File: src/rtl/bit_serializer.sv
// Parallel-to-serial front end: takes a WIDTH-bit word over valid/ready and
// shifts it out on B, one bit per DIV clocks, with strobe/busy/done status.
module bit_serializer #(
  parameter int WIDTH      = 8,
  parameter int DIV        = 1,
  parameter bit MSB_FIRST  = 1'b1,
  parameter bit IDLE_LEVEL = 1'b0
) (
  input  logic             Clk,
  input  logic             Rst,
  input  logic [WIDTH-1:0] Din,
  input  logic             Load_Valid,
  output logic             Load_Ready,
  output logic             B,
  output logic             Bit_Strobe,
  output logic             Busy,
  output logic             Done
);

  localparam int BW = $clog2(WIDTH);
  localparam int DW = (DIV > 1) ? $clog2(DIV) : 1;
  localparam logic [BW-1:0] BIT_LAST = BW'(WIDTH - 1);
  localparam logic [DW-1:0] DIV_LAST = DW'(DIV - 1);

  typedef enum logic [1:0] {
    IDLE  = 2'd0,
    SHIFT = 2'd1,
    DONE  = 2'd2
  } state_t;

  state_t           state_q;
  logic [WIDTH-1:0] word_d;
  logic [WIDTH-2:0] rest_q;
  logic [BW-1:0]    bit_cnt_q;
  logic [DW-1:0]    div_cnt_q;
  logic             b_q;
  logic             strobe_q;
  logic             busy_q;
  logic             done_q;
  logic             ready_q;
  logic             accept_d;

  // Normalise bit order at capture so the shifter always sends word_d MSB first.
  for (genvar gi = 0; gi < WIDTH; gi++) begin : g_order
    if (MSB_FIRST) begin : g_msb
      assign word_d[gi] = Din[gi];
    end else begin : g_lsb
      assign word_d[gi] = Din[WIDTH-1-gi];
    end
  end

  assign accept_d = Load_Valid & ready_q;

  always_ff @(posedge Clk) begin
    if (Rst) begin
      state_q   <= IDLE;
      rest_q    <= '0;
      bit_cnt_q <= '0;
      div_cnt_q <= '0;
      b_q       <= IDLE_LEVEL;
      strobe_q  <= 1'b0;
      busy_q    <= 1'b0;
      done_q    <= 1'b0;
      ready_q   <= 1'b1;
    end else begin
      case (state_q)
        IDLE, DONE: begin
          done_q <= 1'b0;
          if (accept_d) begin
            state_q   <= SHIFT;
            rest_q    <= word_d[WIDTH-2:0];
            b_q       <= word_d[WIDTH-1];
            bit_cnt_q <= '0;
            div_cnt_q <= '0;
            strobe_q  <= 1'b1;
            busy_q    <= 1'b1;
            ready_q   <= 1'b0;
          end else begin
            state_q  <= IDLE;
            b_q      <= IDLE_LEVEL;
            strobe_q <= 1'b0;
            busy_q   <= 1'b0;
            ready_q  <= 1'b1;
          end
        end

        SHIFT: begin
          if (div_cnt_q == DIV_LAST) begin
            div_cnt_q <= '0;
            if (bit_cnt_q == BIT_LAST) begin
              state_q   <= DONE;
              bit_cnt_q <= '0;
              b_q       <= IDLE_LEVEL;
              strobe_q  <= 1'b0;
              busy_q    <= 1'b0;
              done_q    <= 1'b1;
              ready_q   <= 1'b1;
            end else begin
              bit_cnt_q <= bit_cnt_q + BW'(1);
              b_q       <= rest_q[WIDTH-2];
              rest_q    <= rest_q << 1;
              strobe_q  <= 1'b1;
            end
          end else begin
            div_cnt_q <= div_cnt_q + DW'(1);
            strobe_q  <= 1'b0;
          end
        end

        default: begin
          state_q   <= IDLE;
          rest_q    <= '0;
          bit_cnt_q <= '0;
          div_cnt_q <= '0;
          b_q       <= IDLE_LEVEL;
          strobe_q  <= 1'b0;
          busy_q    <= 1'b0;
          done_q    <= 1'b0;
          ready_q   <= 1'b1;
        end
      endcase
    end
  end

  assign Load_Ready = ready_q;
  assign B          = b_q;
  assign Bit_Strobe = strobe_q;
  assign Busy       = busy_q;
  assign Done       = done_q;

endmodule

File: config.mk
export PLATFORM = sky130hd
export DESIGN_NAME = bit_serializer
export DESIGN_NICKNAME = d
export VERILOG_FILES = /design/src/rtl/bit_serializer.sv
export SDC_FILE = /design/constraint.sdc
export NUM_CORES = 1
export LEC_CHECK = 0
export BUFFER_PORTS_ARGS = -buffer_cell sky130_fd_sc_hd__buf_2
export CORE_MARGIN = 10
export CORE_UTILIZATION = 30
export CTS_CLUSTER_SIZE = 12
export DETAILED_ROUTE_END_ITERATION = 12
export PLACE_DENSITY = 0.55
export SLEW_MARGIN = 25
export SYNTH_ARGS = -nofsm -noshare
export SYNTH_HDL_FRONTEND = slang
export SYNTH_SLANG_ARGS = --single-unit
export TNS_END_PERCENT = 30
File: constraint.sdc
create_clock -name Clk -period 1.8 [get_ports Clk]
set_input_delay 0.18 -clock Clk [delete_from_list [all_inputs] [get_ports Clk]]
set_output_delay 0.18 -clock Clk [all_outputs]
set_load 0.02 [all_outputs]
# Word-level counts from Yosys, hierarchy flattened
# Cells that the tools add are included.
totals:
  reg_bits: 18
  in_bits: 11
  output_inout_bits: 5
  elab_cells: 58
classes:
  n_addsub: 2
  n_eq_ne: 7
  mux: 30
  n_bitwise: 3
  n_reduce_logical: 7
op_table:
  columns: ["operator", "n"]
  rows:
  - ["$mux 7", 3]
  - ["$mux 1", 14]
  - ["$pmux 7 s2", 1]
  - ["$pmux 1 s2", 5]
  - ["$mux 3", 3]
  - ["$ne 2x2->1 const B", 4]
  - ["$pmux 3 s2", 1]
  - ["$reduce_and 2->1", 3]
  - ["$mux 2", 2]
  - ["$pmux 2 s2", 1]
  - ["$reduce_or 2->1", 2]
  - ["$add 3x1->3 const B", 1]
  - ["$eq 3x3->1 const B", 1]
  - ["$reduce_and 3->1", 1]
  - ["$eq 2x1->1 const B", 1]
  - ["$eq 2x2->1 const B", 1]
  - ["$logic_not 2->1", 1]
  - ["$not 1->1", 2]
  - ["$add 1x1->1 const B", 1]
  - ["$and 1x1->1", 1]

# Depth between registers and ports, before layout
# Gate-level depths: netlist of the first run.
logic_depth:
  word_depth: 4
  mapped_depth: 5
  mapped_depth_nobuf: 5

# Least setup slack after synthesis of the first run
# No wires, ideal clock.
synth_path:
  path_kind: "register to register"
  from: "reg bit_cnt_q[0]"
  to: "reg ready_q, in the netlist Load_Ready"
  setup_time_ns: 0.125
  arrival_time_ns: 1.351
  required_time_ns: 1.675
  slack_ns: 0.324
  path_stages_with_launch: 6
  n_path_buf: 0
  synth_period_minus_slack_ns: 1.476
  path_cell_list: "dfxtp_1 -> ha_1 -> ha_1 -> or3b_4 -> a21oi_2 -> o21ai_0"
synth_via:
  elab_chain_len: 3
synth_rtl:
  columns: ["item", "line_no", "source"]
  rows:
  - ["start: declaration", "34", "logic [BW-1:0] bit_cnt_q;"]
  - ["start signal: assignment", "99", "bit_cnt_q <= bit_cnt_q + BW'(1);"]
  - ["$eq 3x3->1", "90", "if (bit_cnt_q == BIT_LAST) begin"]
  - ["$ne 2x2->1 (no line)", null, null]
  - ["$reduce_and 2->1 (no line)", null, null]
  - ["end signal: assignment", "83", "ready_q <= 1'b1;"]
  - ["end signal: assignment", "97", "ready_q <= 1'b1;"]
  - ["end signal: assignment", "119", "ready_q <= 1'b1;"]
  - ["end: declaration", "40", "logic ready_q;"]
# No other way between the ends.
# A chain may end at the register's enable or synchronous reset.

# Worst setup path in the final report of the first run
# Same ends and word-level chain as after synthesis.

==> results of run 1 <==
==> cell families after synthesis <==
family	Yosys count
AOI/OAI and AO/OA	27
DFF	17
and+or+nand+nor	24
adders and majority gates	3
buffers and inverters	5
==> through the flow <==
step	setup WS [ns]	util (%)	hold WS (ns)
after floorplan	0.324	-	0.252
after global placement	0.285	37.4	0.435
after detailed placement	0.243	37.4	0.464
after CTS	0.229	38.6	0.143
after global routing	0.131	38.6	0.159
final	0.227	38.6	0.146
==> path summary, 6_finish.rpt <==
path                startpoint           end  slack [ns]  cells after the start
hold / removal          Din[0]     rest_q[0]        0.15                      3
hold reg to reg   bit_cnt_q[0]  bit_cnt_q[0]        0.48                      2
setup reg to reg  bit_cnt_q[0]    Load_Ready        0.23                      5
setup / recovery  bit_cnt_q[0]    Load_Ready        0.23                      5
==> state kept, by name, indices dropped and copies added, names as in the netlist <==
| register | flops |
|---|---|
| B | 1 |
| rest_q | 7 |
| Done | 1 |
| state_q | 2 |
| Load_Ready | 1 |
| bit_cnt_q | 3 |
| Bit_Strobe | 1 |
| Busy | 1 |
==> per-layer routing <==
metal	wire (um)	global-route usage (%)	part of all wire (%)	vias up
met5	0	0	0	-
met2	689	10.8	41	16
met1	892	9.44	53	284
met3	75	2.28	4.5	2
met4	25	3.33	1.5	0
li1	-	-	-	315
==> power groups by stage <==
stage	clock [mW]	sequential [mW]	combinational (mW)
floorplan	0	0.445	0.0907
global placement	0	0.440	0.146
detailed placement	0	0.441	0.148
CTS	0.214	0.432	0.149
global route	0.230	0.438	0.166
finish	0.210	0.433	0.148
==> layout make-up <==
| class | count | area (um^2) | area share, % |
|---|---|---|---|
| clock buffers | 3 | 22.5 | 2.56 |
| clock inverters | 1 | 5.00 | 0.569 |
| inverters | 2 | 7.51 | 0.853 |
| multi-input cells | 54 | 372 | 42.2 |
| flip-flops and latches | 17 | 340 | 38.7 |
| well taps | 28 | 35.0 | 3.98 |
| repair buffers | 18 | 97.6 | 11.1 |
==> Yosys cell counts, drive strengths merged <==
library cell and number:
a311oi 3, clkbuf 1, nor3 1, a22oi 2
or3 1, buf 2, a21oi 15, o32ai 1
nor2 3, o21a 1, nor3b 1, o21ai 1
nand2b 5, and2b 3, nand2 1, ha 3
nand3b 6, or3b 1, dfxtp 17, nand4b 1
a21o 1, nor2b 1, a211oi 3, inv 2
==> cells in the final DEF (no fill, tap or decap), types with 2 or more instances in the layout <==
cell and instances:
sky130_fd_sc_hd__a21oi_1 13, sky130_fd_sc_hd__a311oi_1 3, sky130_fd_sc_hd__nor2_1 3, sky130_fd_sc_hd__nand2b_1 5, sky130_fd_sc_hd__a22oi_1 2, sky130_fd_sc_hd__a21oi_2 2, sky130_fd_sc_hd__ha_1 3, sky130_fd_sc_hd__clkbuf_4 3
sky130_fd_sc_hd__dfxtp_1 17, sky130_fd_sc_hd__inv_1 2, sky130_fd_sc_hd__nand3b_1 6, sky130_fd_sc_hd__buf_2 15, sky130_fd_sc_hd__a211oi_1 3, sky130_fd_sc_hd__buf_4 3, sky130_fd_sc_hd__and2b_1 3
==> worst max-delay path: stages (launching register included) <==
cell,delay (ns)
sky130_fd_sc_hd__dfxtp_1,0.34
sky130_fd_sc_hd__ha_1,0.22
sky130_fd_sc_hd__ha_1,0.23
sky130_fd_sc_hd__or3b_4,0.41
sky130_fd_sc_hd__a21oi_2,0.18
sky130_fd_sc_hd__o21ai_0,0.09
==> results.json, run 1 <==
{
  "start_util_pct": 32.2,
  "layout.nets": 110,
  "power.leakage_nw": 0.373,
  "avgViaCountPerCell": 5.02,
  "relative_slew_slack_pct": 74.6,
  "clock_power_share_pct": 26.6,
  "ctsRootBufferMaster": "sky130_fd_sc_hd__clkbuf_4",
  "die_height_um": 69.4,
  "gr-usage-all-layers_pct": 7.35,
  "combinational_family_with_the_most_area_after_synthesis": "compound AO/OA/AOI/OAI gates",
  "p_seq_share_pct": 54.7,
  "fraction_of_final_layout_cells_sized_beyond_drive_strength_1_pct": 26.3,
  "number_of_flip_flops_and_latches_in_the_synthesized_netlist": 17,
  "netSwitchingFraction_pct": 29.3,
  "report.final.setup_viol": 0,
  "drv_cap": 0,
  "report.final.slew_viol_count": 0,
  "power.switching_mw": 0.232,
  "hpwlAfterDp_um": 1240,
  "critical_path_peak_fanout": 4,
  "wirelength_um": 1680,
  "area_growth_syn_to_layout_pct": 20.0,
  "antenna_left": 0,
  "post_cts_resized": 0,
  "clk_path_buf_depth": 2,
  "h-tree-depth": 1,
  "place_inst": 119,
  "grt_start_max_net_pins": 17,
  "num-fill-cells": 239,
  "internal_power_mw": 0.559,
  "floorplan.rows": 17,
  "cts_hold_repair.buffers": 0,
  "min_period_ns": 1.57,
  "crit_path_start_kind": "flip-flop",
  "yosys_top_cell_area_share_pct": 46.4,
  "cp_data_arrival_time_ns": 1.77,
  "numClockSinks": 17,
  "synth_sequential_area_ratio_pct": 46.4,
  "final_min_period_over_clock_period_pct": 87.4,
  "worst_hold_path_type": "in -> reg",
  "placement.io_buffers": 15,
  "yosys.area_share.simple_pct": 21.7,
  "clkTransAtPathRegs_ns": 0.10,
  "cellPowerDensity_nw_per_um2": 899,
  "least_margin_pin_slew_ns": 0.381,
  "layout.cells.non_filler": 123,
  "final_area_um2": 880,
  "cts_post_setup_buffers_inserted": 0,
  "timing.fmax_mhz": 636,
  "drc": 0,
  "totalNegativeSetupSlack_ns": 0,
  "synth_fp_nets": 90,
  "final_total_pwr_mw": 0.791,
  "cp_data_required_time_ns": 1.99,
  "synth_xor_xnor_area_share_pct": 0,
  "num_antenna_cells": 0,
  "dpl_cell_area_um2": 852,
  "design.die.area_um2": 4820,
  "rsz0062_at_grt": "false",
  "cts_tree": "done",
  "first_pass_grt_wire_length_um": 3000,
  "vias": 617,
  "core_area_um2": 2280,
  "post_drt_wl_per_cell_um": 13.7,
  "synthCells": 76,
  "number_of_ports_placed_on_the_die_boundary": 16,
  "syn-mean-instance-area_um2": 9.65,
  "netlist_top_cells_area": "sky130_fd_sc_hd__dfxtp_1 (46%), sky130_fd_sc_hd__a21oi_1 (8.9%), sky130_fd_sc_hd__nand3b_1 (6.1%), sky130_fd_sc_hd__ha_1 (5.1%), sky130_fd_sc_hd__nand2b_1 (4.3%)",
  "die_width_um": 69.4,
  "clock_latency_ns": 0.30,
  "antenna_found_initial": 0,
  "yosysWarningCount": 0,
  "worst_clock_skew_ns": 0.00278,
  "final-hold-violation-count": 0,
  "combinationalPowerShare_pct": 18.7,
  "post_synth_mux_area_share_pct": 0,
  "mappedNetlistArea_um2": 733,
  "drt_iter0_markers": 10,
  "globalRoute.totalOverflow": 0,
  "synth_fa_ha_area_share_pct": 5.12,
  "worst_setup_path_end_kind": "flip-flop",
  "gp_congestion": 0.785,
  "power.ir.vdd_worst_mv": 0.449,
  "cts_inserted_buffers": 3,
  "status": "complete, no violations",
  "drt_pre_antenna_iters": 4,
  "grt_pass1_vias": 659,
  "netlist.top_cell.by_area": "sky130_fd_sc_hd__dfxtp_1",
  "criticalPathCategory": "reg -> reg",
  "synth_compound_area_share_pct": 23.9,
  "number_of_distinct_library_cells_after_synthesis": 25
}
(Power assumes the default switching activity.)
==> run 2: changes to the inputs <==
--- a/config.mk
+++ b/config.mk
@@ -6,6 +6,7 @@
 export NUM_CORES = 1
 export LEC_CHECK = 0
 export BUFFER_PORTS_ARGS = -buffer_cell sky130_fd_sc_hd__buf_2
+export CORE_ASPECT_RATIO = 1.75
 export CORE_MARGIN = 10
 export CORE_UTILIZATION = 30
 export CTS_CLUSTER_SIZE = 12
==> run 2 against run 1 <==
- utilization up 0.21 points
- critical path depth unchanged
- design area grew 1.7%
- combinational power is essentially flat
- final cell count decreased by 2.4%
- routed wire length shrank 0.65%
- sequential share of layout area decreased by 0.65 points
- sequential power is essentially flat
- total power rose by 9.2%
- first-iteration DRC count up 70%
- worst setup slack lost 0.040 ns
- global-route usage shrank 0.19 points
==> results.json, run 2 (synthesized netlist as in run 1, its figures left out) <==
{
  "clk_path_buf_depth": 2,
  "largest_register_ffs": 7,
  "timing.hold.worst.start": "Din[0]",
  "grt_most_used_layer": "met2",
  "cts_inserted_buffers": 3,
  "drt_pre_antenna_iters": 4,
  "final-hold-violation-count": 0,
  "design.die.area_um2": 4900,
  "cellPowerDensity_nw_per_um2": 965,
  "multi_input_comb_area_um2": 372,
  "worst_hold_path_type": "in -> reg",
  "criticalPathCategory": "reg -> reg",
  "power.ir.vdd_worst_mv": 0.438,
  "layout.nets": 110,
  "h-tree-depth": 1,
  "relative_slew_slack_pct": 73.0,
  "wirelength_um": 1670,
  "numClockSinks": 17,
  "clkTransAtPathRegs_ns": 0.07,
  "critPathMaxStageDelay_ns": 0.41,
  "fraction_of_final_layout_cells_sized_beyond_drive_strength_1_pct": 26.3,
  "first_pass_grt_wire_length_um": 2880,
  "ff2ff_setup_slack_ns": 0.19,
  "die_width_um": 57.4,
  "critical_path_peak_fanout": 4,
  "report.final.slew_viol_count": 0,
  "cp_data_arrival_time_ns": 1.74,
  "drv_cap": 0,
  "report.final.setup_viol": 0,
  "antenna_left": 0,
  "cts_tree": "done",
  "core_area_um2": 2300,
  "cp_data_required_time_ns": 1.93,
  "rsz0062_at_grt": "false",
  "drt_iter0_markers": 17,
  "place_inst": 116,
  "worst_setup_path_end_kind": "flip-flop",
  "crit_path_start_kind": "flip-flop",
  "final_area_um2": 895,
  "vias": 630,
  "grtUsageMet3_pct": 1.94,
  "crit_path_top_delay_cell": "sky130_fd_sc_hd__or3b_4",
  "largest-register": "rest_q",
  "num-fill-cells": 252,
  "area_growth_syn_to_layout_pct": 22.0,
  "final_min_period_over_clock_period_pct": 89.6,
  "grt_pass1_vias": 670,
  "ctsRootBufferMaster": "sky130_fd_sc_hd__clkbuf_8",
  "worst_hold_slack_ns": 0.187,
  "start_util_pct": 31.8,
  "min_period_ns": 1.61,
  "hpwlAfterDp_um": 1290,
  "clock_latency_ns": 0.25,
  "grt_util_met1_pct": 7.24,
  "num_antenna_cells": 0,
  "cts_post_setup_buffers_inserted": 0,
  "number_of_ports_placed_on_the_die_boundary": 16,
  "holdPathStages": 3,
  "layout_commonest_cell": "sky130_fd_sc_hd__dfxtp_1",
  "timing.rr.end": "Load_Ready",
  "die_height_um": 85.4,
  "layout.cells.non_filler": 120,
  "crit-reg2reg-launch": "bit_cnt_q[0]",
  "antenna_found_initial": 0,
  "floorplan.rows": 23,
  "dpl_cell_area_um2": 848,
  "grt_start_max_net_pins": 17,
  "reg.largest.list": "rest_q (7), bit_cnt_q (3), state_q (2)",
  "cts_hold_repair.buffers": 0,
  "placement.io_buffers": 15,
  "least_margin_pin_slew_ns": 0.405,
  "worst_clock_skew_ns": 0.00640,
  "status": "complete, no violations",
  "timing.hold.worst_endpoint": "rest_q[0]",
  "avgViaCountPerCell": 5.25,
  "drc": 0,
  "sequential_cell_area_um2": 340,
  "timing.reg2reg.worst_path_depth": 5,
  "post_cts_resized": 0,
  "power.leakage_nw": 0.381,
  "gr-usage-all-layers_pct": 7.16,
  "met2_usage_pct": 12.0,
  "globalRoute.totalOverflow": 0,
  "timing.critical_path.mode_cell": "sky130_fd_sc_hd__ha_1",
  "post_drt_wl_per_cell_um": 13.9,
  "most-common-layout-cells": "sky130_fd_sc_hd__dfxtp_1 (17), sky130_fd_sc_hd__buf_2 (15), sky130_fd_sc_hd__a21oi_1 (13)",
  "timing.fmax_mhz": 620,
  "gp_congestion": 0.748,
  "final_core_util_pct": 38.9,
  "cp_cell_sequence": "ha_1, ha_1, or3b_4, a21oi_2, o21ai_0",
  "totalNegativeSetupSlack_ns": 0
}
[run 2: layout make-up]
cell class / count / area share, %
Timing Repair Buffer: 18 / 10.9
Multi-Input combinational cell: 54 / 41.5
Clock inverter: 1 / 0.559
Inverter: 2 / 0.839
Clock buffer: 3 / 4.62
Sequential cell: 17 / 38.0
Tap cell: 25 / 3.50
[run 2: through the flow]
| stage | power, mW | setup WS [ns] |
|---|---|---|
| 6_report | 0.864 | 0.186 |
| 4_1_cts | 0.871 | 0.197 |
| 3_3_place_gp | 0.585 | 0.285 |
| 5_1_grt | 0.904 | 0.115 |
| 3_5_place_dp | 0.588 | 0.209 |
| 2_1_floorplan | 0.536 | 0.324 |
[run 2: critical path: cells and delay by family (launching register included)]
kind                     cells  cell delay (ns)
AO/OA/AOI/OAI                2             0.29
adder cells (fa/ha/maj)      2             0.46
flip-flops                   1             0.33
AND/OR/NAND/NOR              1             0.41
[run 2: per-layer routing]
| layer | wire length, um | share of wire, % |
|---|---|---|
| met2 | 823 | 49 |
| met5 | 0 | 0 |
| met1 | 740 | 44 |
| met4 | 42 | 2.5 |
| met3 | 65 | 3.9 |
[run 2: where the power goes]
| group | leakage (nW) | internal, mW | total, mW | switching [mW] |
|---|---|---|---|---|
| registers | 0.140 | 0.409 | 0.431 | 0.0220 |
| logic | 0.215 | 0.0672 | 0.147 | 0.0798 |
| clock network | 0.0255 | 0.154 | 0.286 | 0.132 |
[run 2: worst max path at each step]
stage	cells past startpoint	end	from	slack, ns
after floorplan	5	Load_Ready	bit_cnt_q[0]	0.32
final	5	Load_Ready	bit_cnt_q[0]	0.19
after global routing	5	Load_Ready	bit_cnt_q[0]	0.11
after global placement	5	Load_Ready	bit_cnt_q[0]	0.29
after detailed placement	5	Load_Ready	bit_cnt_q[0]	0.21
after CTS	5	Load_Ready	bit_cnt_q[0]	0.20
